File: src/rtl/motor_pkg.sv
// Shared definitions for the motor PWM driver.
//   motor_state_t : FSM state encoding, also exported on state_o for debug
//   DIR_FWD/REV   : direction command encoding (0 = forward leg, 1 = reverse leg)
package motor_pkg;

    typedef enum logic [1:0] {
        ST_IDLE = 2'd0,
        ST_RUN  = 2'd1,
        ST_DEAD = 2'd2
    } motor_state_t;

    localparam logic DIR_FWD = 1'b0;
    localparam logic DIR_REV = 1'b1;

endpackage

File: src/rtl/motor_cmd_buf.sv
// Double-buffered duty/direction command store.
//   load/duty_in/dir_in : capture a new command into the pending slot (duty saturated to PERIOD)
//   apply_req           : an application opportunity from the FSM; copies pending -> active if pending
//   pending             : a command is waiting to be applied
//   dir_pend            : direction of the waiting command
//   duty_act/dir_act    : command currently driving the bridge
//   cmd_ack             : one-cycle pulse, registered, when a pending command becomes active
module motor_cmd_buf
    import motor_pkg::*;
#(
    parameter int PERIOD = 1000,
    parameter int DUTY_W = $clog2(PERIOD + 1)
) (
    input  logic              clk,
    input  logic              srst,
    input  logic              load,
    input  logic [DUTY_W-1:0] duty_in,
    input  logic              dir_in,
    input  logic              apply_req,
    output logic              pending,
    output logic              dir_pend,
    output logic [DUTY_W-1:0] duty_act,
    output logic              dir_act,
    output logic              cmd_ack
);

    localparam logic [DUTY_W-1:0] DUTY_MAX = DUTY_W'(PERIOD);

    logic [DUTY_W-1:0] duty_pend_reg;
    logic              dir_pend_reg;
    logic              pending_reg;
    logic [DUTY_W-1:0] duty_act_reg;
    logic              dir_act_reg;
    logic              cmd_ack_reg;
    logic [DUTY_W-1:0] duty_sat;
    logic              do_apply;

    assign duty_sat = (duty_in > DUTY_MAX) ? DUTY_MAX : duty_in;
    assign do_apply = apply_req && pending_reg;

    always_ff @(posedge clk) begin
        if (srst) begin
            duty_pend_reg <= '0;
            dir_pend_reg  <= DIR_FWD;
            pending_reg   <= 1'b0;
            duty_act_reg  <= '0;
            dir_act_reg   <= DIR_FWD;
            cmd_ack_reg   <= 1'b0;
        end else begin
            cmd_ack_reg <= do_apply;
            if (do_apply) begin
                duty_act_reg <= duty_pend_reg;
                dir_act_reg  <= dir_pend_reg;
                pending_reg  <= 1'b0;
            end
            // Placed after the apply so a coinciding load keeps pending set:
            // the old pending value goes active, the new one waits.
            if (load) begin
                duty_pend_reg <= duty_sat;
                dir_pend_reg  <= dir_in;
                pending_reg   <= 1'b1;
            end
        end
    end

    assign pending  = pending_reg;
    assign dir_pend = dir_pend_reg;
    assign duty_act = duty_act_reg;
    assign dir_act  = dir_act_reg;
    assign cmd_ack  = cmd_ack_reg;

endmodule

File: src/rtl/motor_pwm_drv.sv
// Tick-enabled H-bridge PWM driver with dead time on direction reversal.
//   clk, rst      : clock, synchronous active-high reset
//   tick          : time-base enable; the period counter only moves on tick
//   en            : driver enable; low sends the FSM to IDLE and the outputs low
//   load/duty_in/dir_in : command strobe, applied only at period boundaries
//   pwm_a/pwm_b   : forward / reverse leg drive (registered, never both high)
//   period_start  : one-cycle pulse when a new period begins
//   cmd_ack       : one-cycle pulse when a pending command becomes active
//   state_o       : current FSM state (debug)
module motor_pwm_drv
    import motor_pkg::*;
#(
    parameter int PERIOD     = 1000,
    parameter int DEAD_TICKS = 50,
    parameter int DUTY_W     = $clog2(PERIOD + 1)
) (
    input  logic              clk,
    input  logic              rst,
    input  logic              tick,
    input  logic              en,
    input  logic              load,
    input  logic [DUTY_W-1:0] duty_in,
    input  logic              dir_in,
    output logic              pwm_a,
    output logic              pwm_b,
    output logic              period_start,
    output logic              cmd_ack,
    output logic [1:0]        state_o
);

    localparam int CNT_W  = $clog2(PERIOD);
    localparam int DEAD_W = (DEAD_TICKS > 1) ? $clog2(DEAD_TICKS) : 1;
    localparam logic [CNT_W-1:0]  CNT_LAST  = CNT_W'(PERIOD - 1);
    localparam logic [DEAD_W-1:0] DEAD_LAST = DEAD_W'((DEAD_TICKS > 0) ? DEAD_TICKS - 1 : 0);
    localparam logic HAS_DEAD = (DEAD_TICKS > 0);

    motor_state_t      state_reg, state_next;
    logic [CNT_W-1:0]  cnt_reg, cnt_next;
    logic [DEAD_W-1:0] dead_cnt_reg, dead_cnt_next;
    logic              period_start_reg, period_start_next;
    logic              pwm_a_reg, pwm_b_reg;
    logic              apply_req;
    logic              on_now;
    logic [1:0]        leg_next;

    logic              pending;
    logic              dir_pend;
    logic [DUTY_W-1:0] duty_act;
    logic              dir_act;

    motor_cmd_buf #(
        .PERIOD (PERIOD),
        .DUTY_W (DUTY_W)
    ) u_cmd_buf (
        .clk       (clk),
        .srst      (rst),
        .load      (load),
        .duty_in   (duty_in),
        .dir_in    (dir_in),
        .apply_req (apply_req),
        .pending   (pending),
        .dir_pend  (dir_pend),
        .duty_act  (duty_act),
        .dir_act   (dir_act),
        .cmd_ack   (cmd_ack)
    );

    always_ff @(posedge clk) begin
        if (rst) begin
            state_reg        <= ST_IDLE;
            cnt_reg          <= '0;
            dead_cnt_reg     <= '0;
            period_start_reg <= 1'b0;
            pwm_a_reg        <= 1'b0;
            pwm_b_reg        <= 1'b0;
        end else begin
            state_reg        <= state_next;
            cnt_reg          <= cnt_next;
            dead_cnt_reg     <= dead_cnt_next;
            period_start_reg <= period_start_next;
            pwm_a_reg        <= leg_next[0];
            pwm_b_reg        <= leg_next[1];
        end
    end

    always_comb begin
        state_next        = state_reg;
        cnt_next          = cnt_reg;
        dead_cnt_next     = dead_cnt_reg;
        period_start_next = 1'b0;
        apply_req         = 1'b0;
        if (!en) begin
            state_next    = ST_IDLE;
            cnt_next      = '0;
            dead_cnt_next = '0;
        end else begin
            case (state_reg)
                ST_IDLE: begin
                    // Enabling never inserts dead time: outputs were already low.
                    apply_req         = 1'b1;
                    state_next        = ST_RUN;
                    cnt_next          = '0;
                    period_start_next = 1'b1;
                end
                ST_RUN: begin
                    if (tick) begin
                        if (cnt_reg == CNT_LAST) begin
                            cnt_next = '0;
                            // A reversal while a leg is actually conducting must pass
                            // through DEAD; the command is held until DEAD exits.
                            if (HAS_DEAD && pending && (dir_pend != dir_act) && (duty_act != '0)) begin
                                state_next    = ST_DEAD;
                                dead_cnt_next = '0;
                            end else begin
                                apply_req         = 1'b1;
                                period_start_next = 1'b1;
                            end
                        end else begin
                            cnt_next = cnt_reg + CNT_W'(1);
                        end
                    end
                end
                ST_DEAD: begin
                    if (tick) begin
                        if (dead_cnt_reg == DEAD_LAST) begin
                            apply_req         = 1'b1;
                            state_next        = ST_RUN;
                            cnt_next          = '0;
                            period_start_next = 1'b1;
                        end else begin
                            dead_cnt_next = dead_cnt_reg + DEAD_W'(1);
                        end
                    end
                end
                default: state_next = ST_IDLE;
            endcase
        end
    end

    // en is folded in so dropping it forces the outputs low on the very next clock.
    assign on_now = en && (state_reg == ST_RUN) && (DUTY_W'(cnt_reg) < duty_act);

    // Each leg conducts only when the active direction selects it, so both
    // legs can never be high together.
    for (genvar gi = 0; gi < 2; gi++) begin : g_leg
        assign leg_next[gi] = on_now && (dir_act == ((gi == 0) ? DIR_FWD : DIR_REV));
    end

    assign pwm_a        = pwm_a_reg;
    assign pwm_b        = pwm_b_reg;
    assign period_start = period_start_reg;
    assign state_o      = state_reg;

endmodule
File: config.mk
export PLATFORM = sky130hd
export DESIGN_NAME = motor_pwm_drv
export DESIGN_NICKNAME = d
export VERILOG_FILES = /design/src/rtl/motor_pkg.sv /design/src/rtl/motor_cmd_buf.sv /design/src/rtl/motor_pwm_drv.sv
export SDC_FILE = /design/constraint.sdc
export NUM_CORES = 1
export LEC_CHECK = 0
export BUFFER_PORTS_ARGS = -buffer_cell sky130_fd_sc_hd__clkbuf_2
export CAP_MARGIN = 20
export CELL_PAD_IN_SITES_DETAIL_PLACEMENT = 0
export CELL_PAD_IN_SITES_GLOBAL_PLACEMENT = 1
export CORE_UTILIZATION = 30
export CTS_BUF_LIST = sky130_fd_sc_hd__clkbuf_16
export DETAILED_ROUTE_END_ITERATION = 8
export PLACE_DENSITY = 0.6
export SETUP_SLACK_MARGIN = 0.05
export SKIP_CTS_REPAIR_TIMING = 1
export SYNTH_ARGS = -nofsm -noshare
export SYNTH_HDL_FRONTEND = slang
export SYNTH_SLANG_ARGS = --single-unit
File: constraint.sdc
create_clock -name clk -period 2.3 [get_ports clk]
set_input_delay 0.575 -clock clk [delete_from_list [all_inputs] [get_ports clk]]
set_output_delay 0.575 -clock clk [all_outputs]
set_load 0.02 [all_outputs]
==> results of run 1 <==
[synth_stat cells (5+ instances only)]
| master | n |
|---|---|
| sky130_fd_sc_hd__clkbuf_1 | 6 |
| sky130_fd_sc_hd__inv_1 | 20 |
| sky130_fd_sc_hd__nand4_1 | 8 |
| sky130_fd_sc_hd__nand3_1 | 6 |
| sky130_fd_sc_hd__xnor2_1 | 9 |
| sky130_fd_sc_hd__mux2i_1 | 18 |
| sky130_fd_sc_hd__ha_1 | 16 |
| sky130_fd_sc_hd__nor2b_1 | 5 |
| sky130_fd_sc_hd__dfxtp_1 | 45 |
| sky130_fd_sc_hd__nand2_1 | 14 |
| sky130_fd_sc_hd__o21ai_0 | 5 |
| sky130_fd_sc_hd__nand2b_1 | 24 |
| sky130_fd_sc_hd__nor2_1 | 22 |
| sky130_fd_sc_hd__a21oi_1 | 17 |
[worst max-delay path, delay by kind of cell, from the launching register on]
family,cells,cell delay [ns]
and+or+nand+nor,1,0.05
adders and majority gates,1,0.30
buffers and inverters,1,0.09
AOI/OAI and AO/OA,2,0.81
DFF,1,0.41
xor gates and xnor gates,1,0.18
[metrics by stage]
step	worst slack (ns)	cells	total power, uW
floorplan	0.291	275	945
global placement	0.302	392	998
detailed placement	0.306	392	998
CTS	0.340	400	1720
global route	0.152	400	1780
finish	0.347	400	1700
[power by group through the flow]
| stage | logic, uW | registers, uW | clock network, uW |
|---|---|---|---|
| CTS | 167 | 815 | 739 |
| detailed placement | 166 | 832 | 0 |
| finish | 164 | 814 | 717 |
| global route | 183 | 817 | 783 |
| global placement | 166 | 832 | 0 |
| floorplan | 112 | 833 | 0 |
[cells by family after synthesis]
logic type | share of synthesized area
fa+ha+maj | 0.0816
compound gates | 0.158
xor+xnor | 0.0321
buf+inv | 0.0536
flops | 0.367
simple gates | 0.234
mux | 0.0735
[layer usage]
| layer | global-route usage | wire length, um | vias to the layer above |
|---|---|---|---|
| li1 | - | - | 1020 |
| met1 | 0.180 | 2750 | 893 |
| met2 | 0.205 | 2250 | 22 |
| met3 | 0.0304 | 138 | 5 |
| met4 | 0.0391 | 62 | 0 |
| met5 | 0 | 0 | - |
[final timing paths]
kind | start | to | slack, ns
min reg2reg | u_cmd_buf.duty_pend_reg[3] | u_cmd_buf.duty_act[3] | 0.47
min | u_cmd_buf.duty_pend_reg[3] | u_cmd_buf.duty_act[3] | 0.47
max | state_o[1] | cnt_reg[4] | 0.35
max reg2reg | state_o[1] | cnt_reg[4] | 0.35
[area by class of cell]
class / count / area, sq um / share of cell area
Timing Repair Buffer: 27 / 163 / 0.0574
Clock buffer: 5 / 125 / 0.0442
Clock inverter: 3 / 21.3 / 0.00751
Sequential cell: 45 / 901 / 0.318
Inverter: 20 / 75.1 / 0.0265
Tap cell: 102 / 128 / 0.0451
Multi-Input combinational cell: 198 / 1420 / 0.501
==> flow_results.org, run 1 <==
** Critical path
- Worst endpoint data arrival time :: 2.12 ns
- The worst register-to-register path has a depth of 6.
- On the worst path, the slowest cell contributes a delay of 0.49 ns.
- STA classifies the critical path startpoint as a register.
- Worst setup path category :: register to register
- Of all nets on the critical path, the largest fanout is 9.
- CP endpoint kind :: register
- The signal on the critical path passes through inv_1, ha_1, a21o_1, a2111oi_1, xnor2_1, nor2_1.
- Among all stages on the critical path, the largest delay is contributed by sky130_fd_sc_hd__a2111oi_1.
- Data on the critical path is required at its endpoint by 2.47 ns.

** Power and ir drop
- VDD IR max :: 322 uV
- Internal power comes to 1280 uW.
- Combinational cell fraction of total power :: 0.097
- Power Density :: 599 nW/um^2
- Of the total power, registers draw 0.480.
- Clock network power share :: 0.423
- In this run the power spent charging and discharging nets is 418 uW.
- Switch share :: 0.246
- Cell leakage power :: 0.00102 uW

** Clocking
- The tree built by TritonCTS fans out to 45 sinks.
- Clock latency on the worst-skew pair :: 0.29 ns
- CTS Root Buffer Type :: sky130_fd_sc_hd__clkbuf_16
- TritonCTS built the clock tree.
- Number of buffers between clock root and the deepest sink :: 2
- H-tree depth reported by CTS :: 2
- The number of clock buffers added by TritonCTS is 5.
- Clock Pin Slew Worst Setup and Hold Paths :: 0.07 ns

** Layout
- Relative to the synthesized area, the layout overhead comes to 15.5%.
- Most common library cell in the layout ignoring fill and taps :: sky130_fd_sc_hd__dfxtp_1
- Final core utilization :: 0.363
- The final layout contains 329 nets.
- Counting the fill cells in the layout gives 829.
- Commonest non-fill, non-tap cells in the layout :: sky130_fd_sc_hd__dfxtp_1 (45), sky130_fd_sc_hd__nand2b_1 (24), sky130_fd_sc_hd__nor2_1 (22)
- The finished cells cover 2830 sq um.
- The number of antenna diodes in the final layout is 0.
- In the final layout, the share of cells above drive strength 1 is 0.168.

** Global route
- Initial antenna violation count :: 0
- The first global-routing pass estimated 9.00 mm of wire.
- Gr usage total :: 0.132
- The number of global-route vias before repair was 1,875.
- Total congestion overflow :: 0
- Maximum number of pins on one net before global-route repair :: 37

** STA
- Setup repair after global routing left no endpoint under its margin.
- Post-route setup TNS :: 0 ns
- Time the final worst path needs with I/O delays and setup :: 1.95 ns
- Number of endpoints with negative hold slack in the final report :: 0
- Based on the critical path, the design can be clocked at up to 512 MHz.
- The final max-slew violation count was 0.
- Worst hold slack after final layout :: 0.474 ns
- Of the available clock period, the critical path in the final layout requires 0.849.
- Setup violations remaining at the end of the flow were counted as 0.
- Slew at the pin with the worst max-slew slack :: 0.455 ns
- Across the routed clock network, the largest skew measured is 0.00547 ns.
- In this run the tightest slew margin relative to its limit is 0.689.

** Logic synthesis
- Share of the synthesized area in the top cell type :: 0.367
- Dividing the synthesized area by the synthesized cell count gives 8.92 sq um.
- Synthesized netlist net count :: 307
- Flip-flop and latch count after synthesis :: 45
- Leading cell types by total area after synthesis :: sky130_fd_sc_hd__dfxtp_1 (37%), sky130_fd_sc_hd__ha_1 (8.2%), sky130_fd_sc_hd__mux2i_1 (7.3%)
- Register area share after synthesis :: 0.367
- Async set-or-reset flop fraction in the synthesized netlist :: 0
- Number of enable flip-flop cells after synthesis :: 0
- Cell count after synthesis :: 275
- Post-Synthesis Cell Area :: 2450 sq um
- The Yosys step of the flow raised 0 warnings.
- The synthesized netlist contains 48 unique library cells.
- Dominant synthesized flop cell :: sky130_fd_sc_hd__dfxtp_1
- Cell taking the most area after synthesis :: sky130_fd_sc_hd__dfxtp_1

** Floorplan
- The core region is 7810 sq um.
- The die is 92.4 um wide.
- Ports placed on the boundary :: 22
- The floorplan step set the die height to 92.4 um.
- The die covers 8540 sq um.
- The floorplan has 32 rows.
- The initial utilization of the core area, before any placement, comes to 0.314.

** Detailed routing
- The pre-antenna-repair detailed-routing pass consisted of 4 iterations.
- WL/cell :: 13.0 um
- After detailed routing, the number of remaining DRC violations is 0.
- Total via count in the routed design :: 1,940
- After the first detailed-routing iteration, the DRC count stood at 47.
- The count of nets left with antenna violations once routing finished came out at 0.
- Drt via density :: 4.85
- Aggregate routed wire length :: 5.20 mm

** Placed design
- Routability cong. :: 0.725
- PortBufs :: 21
- Once detailed placement completed, the half-perimeter wirelength came to 3.83 mm.
- Standard cell area after detailed placement :: 2690 sq um

** Flow run
- # Max-Cap Violations :: 0

** Status
- The flow ran to the end, and the final reports show no timing, DRC or antenna violations.

** Hold path
- Worst hold path cell count :: 2
- Worst hold path type :: register to register
Note: power is estimated with default switching activity, not from simulation.
==> inputs of run 2 (changes only) <==
- clock period: 2.3 -> 1.8 ns (I/O delays scaled with it)
==> flow_results.org, run 2 (synthesis gave the netlist of run 1 again) <==
** Floorplan
- Floorplan row count :: 32 (unchanged)
- The vertical extent of the die came to 92.4 um (unchanged).
- Ports placed on the boundary :: 22 (unchanged)
- The floorplan die area was 8540 sq um (unchanged).
- The initial core utilization came to 0.314 (unchanged).
- The core area is 7810 sq um (unchanged).
- Width of the die :: 92.4 um (unchanged)

** STA
- Clock skew :: 0.00461 ns (-0.000863 ns)
- RSZ-0062 raised after global routing :: true
- Final Max Slew Viols :: 0 (unchanged)
- The highest achievable clock rate was 576 MHz (+13%).
- Slew headroom :: 0.709 (+0.0207)
- The transition time of the tightest slew-check pin was 0.436 ns (-0.0193 ns).
- Worst hold slack after final layout :: 0.395 ns (-0.0787 ns)
- Time the final worst path needs with I/O delays and setup :: 1.74 ns (-0.218 ns)
- The number of endpoints with negative hold slack in the final report came to 0 (unchanged).
- The period utilization came to 0.964 (+0.115).
- Number of failing setup endpoints in the final timing report :: 0 (unchanged)

** Clocking
- Total CTS buffers :: 5 (unchanged)
- Sink count of the clock tree :: 45 (unchanged)
- The deepest level of the CTS H-tree was 2 (unchanged).
- TritonCTS built the clock tree.
- The clock latency on the worst-skew pair was 0.29 ns (about the same).
- The maximum buffer depth of the clock tree is 2 (unchanged).
- In this run the clock root is driven by a sky130_fd_sc_hd__clkbuf_16.
- The clock-pin slew on the worst setup and hold paths came to 0.06 ns (about the same).

** Hold path
- Worst hold path type :: primary input to register

** Global route
- The number of global-route vias before repair was 2,028 (+8.2%).
- The overall fraction of global-route tracks in use came to 0.140 (+0.00785).
- The first-pass GRT wire length was 9.38 mm (+4.3%).
- Total congestion overflow :: 0 (unchanged)
- Maximum number of pins on one net before global-route repair :: 37 (unchanged)
- The number of antenna violations at the first check in global routing was 0 (unchanged).

** Detailed routing
- Pre-antenna DRT Iters :: 4 (unchanged)
- The total length of routed wires was 5.70 mm (+9.7%).
- The number of design rule violations left after detail routing came to 0 (unchanged).
- The average detailed-routed wire length per instance was 13.1 um (+0.84%).
- The via count of the routed design is 2,067 (+6.5%).
- The vias per cell came to 4.75 (-2.0%).
- The count of routing violations after the opening detailed-route iteration is 70 (+49%).
- Number of nets with antenna violations after routing :: 0 (unchanged)

** Layout
- The area of the multi-input gates was 1670 sq um (+17%).
- The filler cell count is 764 (-7.8%).
- The top cell types in the final layout, fill and taps aside, are sky130_fd_sc_hd__dfxtp_1 (41), sky130_fd_sc_hd__buf_4 (40), sky130_fd_sc_hd__nand2b_1 (24).
- The net count reported at finish is 365 (+11%).
- The share of layout cells above drive strength 1 came to 0.336 (+0.169).
- Antenna fix cells :: 0 (unchanged)
- The post-route core utilization was 0.428 (+0.0651).
- The footprint of the flip-flops and latches is 908 sq um (+0.83%).
- Most common library cell in the layout ignoring fill and taps :: sky130_fd_sc_hd__dfxtp_1
- Area growth from synthesis to layout :: 36.2%
- Final Cell Area :: 3340 sq um (+18%)

** Critical path
- Worst endpoint data arrival time :: 1.96 ns (-0.16 ns)
- STA classifies the critical path startpoint as a register.
- CP endpoint kind :: register
- Worst-path fanout max :: 6 (-3)
- The data required time at the worst endpoint was 2.02 ns (-0.45 ns).
- The setup path with the least slack is of type register to register.

** Status
- Status :: complete, no violations

** Placed design
- The global placement routability congestion is 0.733 (+1.0%).
- Detailed-placement wirelength estimate :: 4.04 mm (+5.5%)
- The port buffer count came to 21 (unchanged).
- Standard cell area after detailed placement :: 2950 sq um (+9.9%)

** Power and ir drop
- Cell leakage power :: 0.00124 uW (+22%)
- Power Density :: 659 nW/um^2 (+10%)
- The worst voltage drop across the vdd grid came to 338 uV (+5.0%).

** Flow run
- The max-cap violation count was 0 (unchanged).
-- run 2: cell count changes in the layout (fill, tap and decap cells not counted), sizes merged --
cell / before / now
and4: 4 / 5
buf: 6 / 41
inv: 21 / 20
-- run 2: cell type report --
type / count / area share
well taps: 102 / 0.0382
inverters: 20 / 0.0225
multi-input cells: 199 / 0.499
clock buffers: 5 / 0.0375
repair buffers: 62 / 0.127
flip-flops and latches: 45 / 0.272
clock inverters: 2 / 0.00337
-- run 2: metal layers --
metal  global-route usage  vias up  routed length [um]
li1                     -     1093                   -
met1                0.186      939                2840
met2                0.219       29                2640
met3               0.0287        6                 164
met4               0.0560        0                  63
met5                    0        -                   0
-- run 2: per-stage QoR --
stage	total power, uW	instances	worst slack, ns	TNS (ns)
after global placement	1300	426	-0.0862	-0.0862
after detailed placement	1310	426	-0.0705	-0.688
after floorplan	1210	275	0.0305	0
after global routing	2300	435	-0.00317	-0.00317
final	2200	435	0.0649	0
after CTS	2200	433	-0.0950	-1.05
-- run 2: final timing paths --
check                                                start                          to  slack [ns]  cells after the start
worst min register to register  u_cmd_buf.duty_pend_reg[4]  u_cmd_buf.duty_pend_reg[4]        0.47                      2
worst max-delay path                     u_cmd_buf.dir_act             dead_cnt_reg[0]        0.06                      5
worst max register to register           u_cmd_buf.dir_act             dead_cnt_reg[0]        0.06                      5
worst min-delay path                                dir_in          u_cmd_buf.dir_pend        0.40                      3
-- run 2: power breakdown --
part           switching [uW]  internal (uW)
Sequential               19.0           1020
Combinational             139            134
Clock                     385            502
Total                     543           1660
-- run 2: worst max-delay path, stage by stage (launching register included) --
cell	delay, ns
sky130_fd_sc_hd__dfxtp_2	0.33
sky130_fd_sc_hd__xnor2_2	0.15
sky130_fd_sc_hd__a311oi_4	0.40
sky130_fd_sc_hd__a21boi_4	0.13
sky130_fd_sc_hd__or4_4	0.51
sky130_fd_sc_hd__o22ai_2	0.14
==> inputs of run 3 (changes only) <==
--- a/config.mk
+++ b/config.mk
@@ -14,2 +14,3 @@
 export DETAILED_ROUTE_END_ITERATION = 8
+export HOLD_SLACK_MARGIN = 0.03
 export PLACE_DENSITY = 0.6
@@ -17,2 +18,3 @@
 export SKIP_CTS_REPAIR_TIMING = 1
+export SLEW_MARGIN = 20
 export SYNTH_ARGS = -nofsm -noshare
==> constraint.sdc (replaced) <==
create_clock -name clk -period 1.8 [get_ports clk]
set_input_delay 0.36 -clock clk [delete_from_list [all_inputs] [get_ports clk]]
set_output_delay 0.36 -clock clk [all_outputs]
set_load 0.02 [all_outputs]
==> flow_results.org, run 3 (synthesis gave the netlist of run 1 again) <==
** Status
- Status :: complete, no violations

** Power and ir drop
- The clock network fraction of design power is 0.411 (+0.008).
- Cell leakage power :: 0.00123 uW (-0.91%)
- Combinational cell fraction of total power :: 0.118 (-0.006)
- Flop pwr share :: 0.471 (-0.002)
- VDD IR max :: 340 uV (+0.44%)
- The internal portion of total power came to 1660 uW (about the same).
- The net switching share of the total power is 0.251 (+0.00417).
- The total design power was 2220 uW (+0.61%).
- The power dissipated by switching net loads came to 556 uW (+2.3%).
- The power density over the cells came to 678 nW/um^2 (+2.8%).

** Critical path
- The critical path is of the register to register type.
- The worst setup path is launched from a register.
- The startpoint identified for the worst register-to-register timing path is u_cmd_buf.duty_act[3].
- The endpoint identified for the worst register-to-register timing path is dead_cnt_reg[0].
- Worst endpoint data arrival time :: 1.97 ns (about the same)
- The register-to-register path setup slack is 0.06 ns (about the same).
- The maximum fanout along the worst path was 5 (-1).
- The data required time at the worst endpoint was 2.02 ns (about the same).
- CP endpoint kind :: register
- The worst reg2reg path depth was 5 (unchanged).

** STA
- Worst hold slack after final layout :: 0.306 ns (-0.0891 ns)
- Clock skew :: 0.00607 ns (+0.00146 ns)
- The highest achievable clock rate is 573 MHz (-0.51%).
- The final max-slew violation count is 0 (unchanged).
- Setup slack after layout :: 0.0560 ns (-0.00890 ns)
- Time the final worst path needs with I/O delays and setup :: 1.74 ns (+0.00890 ns)
- The final setup violation count was 0 (unchanged).
- The period utilization is 0.969 (+0.00494).
- The transition time of the tightest slew-check pin is 0.402 ns (-0.0338 ns).
- Slew headroom :: 0.725 (+0.0156)
- Number of endpoints with negative hold slack in the final report :: 0 (unchanged)
- Setup repair after global routing could not meet its margin everywhere.

** Floorplan
- The number of primary I/O pins was 22 (unchanged).
- The core area is 7810 sq um (unchanged).
- The initial core utilization came to 0.314 (unchanged).
- The count of standard-cell rows is 32 (unchanged).
- The vertical extent of the die was 92.4 um (unchanged).
- Width of the die :: 92.4 um (unchanged)
- The floorplan die area was 8540 sq um (unchanged).

** Layout
- The net count reported at finish is 362 (-0.82%).
- Fraction of layout instances using a drive strength above 1 :: 0.336 (about the same)
- Most common library cell in the layout ignoring fill and taps :: sky130_fd_sc_hd__dfxtp_1
- The area growth from synthesis to layout is 33.3%.
- Final non-filler cell total :: 432 (-0.69%)
- The library cells used most frequently in the layout, excluding fill and tap cells, are sky130_fd_sc_hd__dfxtp_1 (38), sky130_fd_sc_hd__buf_4 (37), sky130_fd_sc_hd__nand2b_1 (24).
- Antenna fix cells :: 0 (unchanged)

** Hold path
- Worst Hold Path EP :: u_cmd_buf.dir_pend
- Worst hold path type :: primary input to register
- Worst hold path cell count :: 3 (unchanged)
- Startpoint of the tightest hold check path :: dir_in

** Clocking
- Clock latency on the worst-skew pair :: 0.29 ns (about the same)
- Clock Pin Slew Worst Setup and Hold Paths :: 0.07 ns (about the same)
- TritonCTS built the clock tree.
- The maximum buffer depth of the clock tree was 2 (unchanged).
- The number of clock sinks seen by CTS was 45 (unchanged).
- CTS Root Buffer Type :: sky130_fd_sc_hd__clkbuf_16
- The deepest level of the CTS H-tree was 2 (unchanged).
- The number of buffers added by the clock tree synthesis step was 5 (unchanged).

** Global route
- The first-pass GRT wire length was 9.10 mm (-3.0%).
- Total congestion overflow :: 0 (unchanged)
- Initial antenna violation count :: 0 (unchanged)
- Gr usage total :: 0.135 (-0.00419)
- The number of global-route vias before repair came to 1,947 (-4.0%).
- The pin count of the biggest net entering global routing is 37 (unchanged).

** Placed design
- The port buffer count was 21 (unchanged).
- Routability cong. :: 0.712 (-2.8%)
- Setup slack after placement :: -0.0899 ns (-0.0194 ns)
- Count of placed standard cells including taps :: 424 (-0.47%)
- Detailed-placement wirelength estimate :: 4.15 mm (+2.6%)

** Detailed routing
- Number of nets with antenna violations after routing :: 0 (unchanged)
- Detailed-route DRC error count :: 0 (unchanged)
- Detailed Route Iter0 Violations :: 91 (+30%)
- The first-pass iteration count of the detailed router is 4 (unchanged).
- Drt via density :: 4.77 (+0.35%)
- The total length of routed wires is 5.64 mm (-1.1%).
- Total via count in the routed design :: 2,060 (-0.34%)
- The average detailed-routed wire length per instance is 13.0 um (-0.40%).

** Flow run
- The max-cap violation count was 0 (unchanged).
[run 3: metal layers]
layer,part of all wire,track usage,routed length [um],up-vias
li1,-,-,-,1079
met1,0.50,0.179,2830,955
met2,0.47,0.224,2640,19
met3,0.021,0.0271,116,7
met4,0.0090,0.0352,51,0
met5,0,0,0,-
[run 3: critical path, cell delays in order, from the launching register on]
cell                       delay [ns]
sky130_fd_sc_hd__dfxtp_1         0.36
sky130_fd_sc_hd__nor2_1          0.10
sky130_fd_sc_hd__a311oi_4        0.41
sky130_fd_sc_hd__a21boi_2        0.16
sky130_fd_sc_hd__or4_4           0.52
sky130_fd_sc_hd__o22ai_2         0.14
[run 3: power groups by stage]
stage | clock [uW] | sequential [uW] | combinational, uW
detailed placement | 0 | 1060 | 240
CTS | 940 | 1040 | 241
finish | 912 | 1040 | 261
floorplan | 0 | 1070 | 146
global route | 975 | 1050 | 291
global placement | 0 | 1060 | 240
[run 3: worst max path at each step]
stage / from / to / depth (start not counted)
2_1_floorplan: state_o[1] / cnt_reg[9] / 7
3_3_place_gp: u_cmd_buf.duty_act[5] / u_cmd_buf.duty_act[1] / 5
3_5_place_dp: u_cmd_buf.duty_act[9] / u_cmd_buf.duty_act[2] / 5
4_1_cts: u_cmd_buf.duty_act[9] / u_cmd_buf.duty_act[2] / 5
5_1_grt: u_cmd_buf.duty_act[3] / dead_cnt_reg[0] / 5
6_report: u_cmd_buf.duty_act[3] / dead_cnt_reg[0] / 5
[run 3: cell type report]
type,count,area (sq um)
Clock buffer,5,125
Sequential cell,45,912
Multi-Input combinational cell,199,1610
Clock inverter,2,15.0
Inverter,20,77.6
Timing Repair Buffer,59,403
Tap cell,102,128
Fill cell,791,4540
[run 3: through the flow]
stage | area, sq um | utilization | setup TNS (ns)
2_1_floorplan | 2470 | - | 0
3_3_place_gp | 2940 | 0.376 | 0
3_5_place_dp | 2940 | 0.376 | -0.744
4_1_cts | 3080 | 0.394 | -1.06
5_1_grt | 3270 | 0.419 | -0.0260
6_report | 3270 | 0.419 | 0
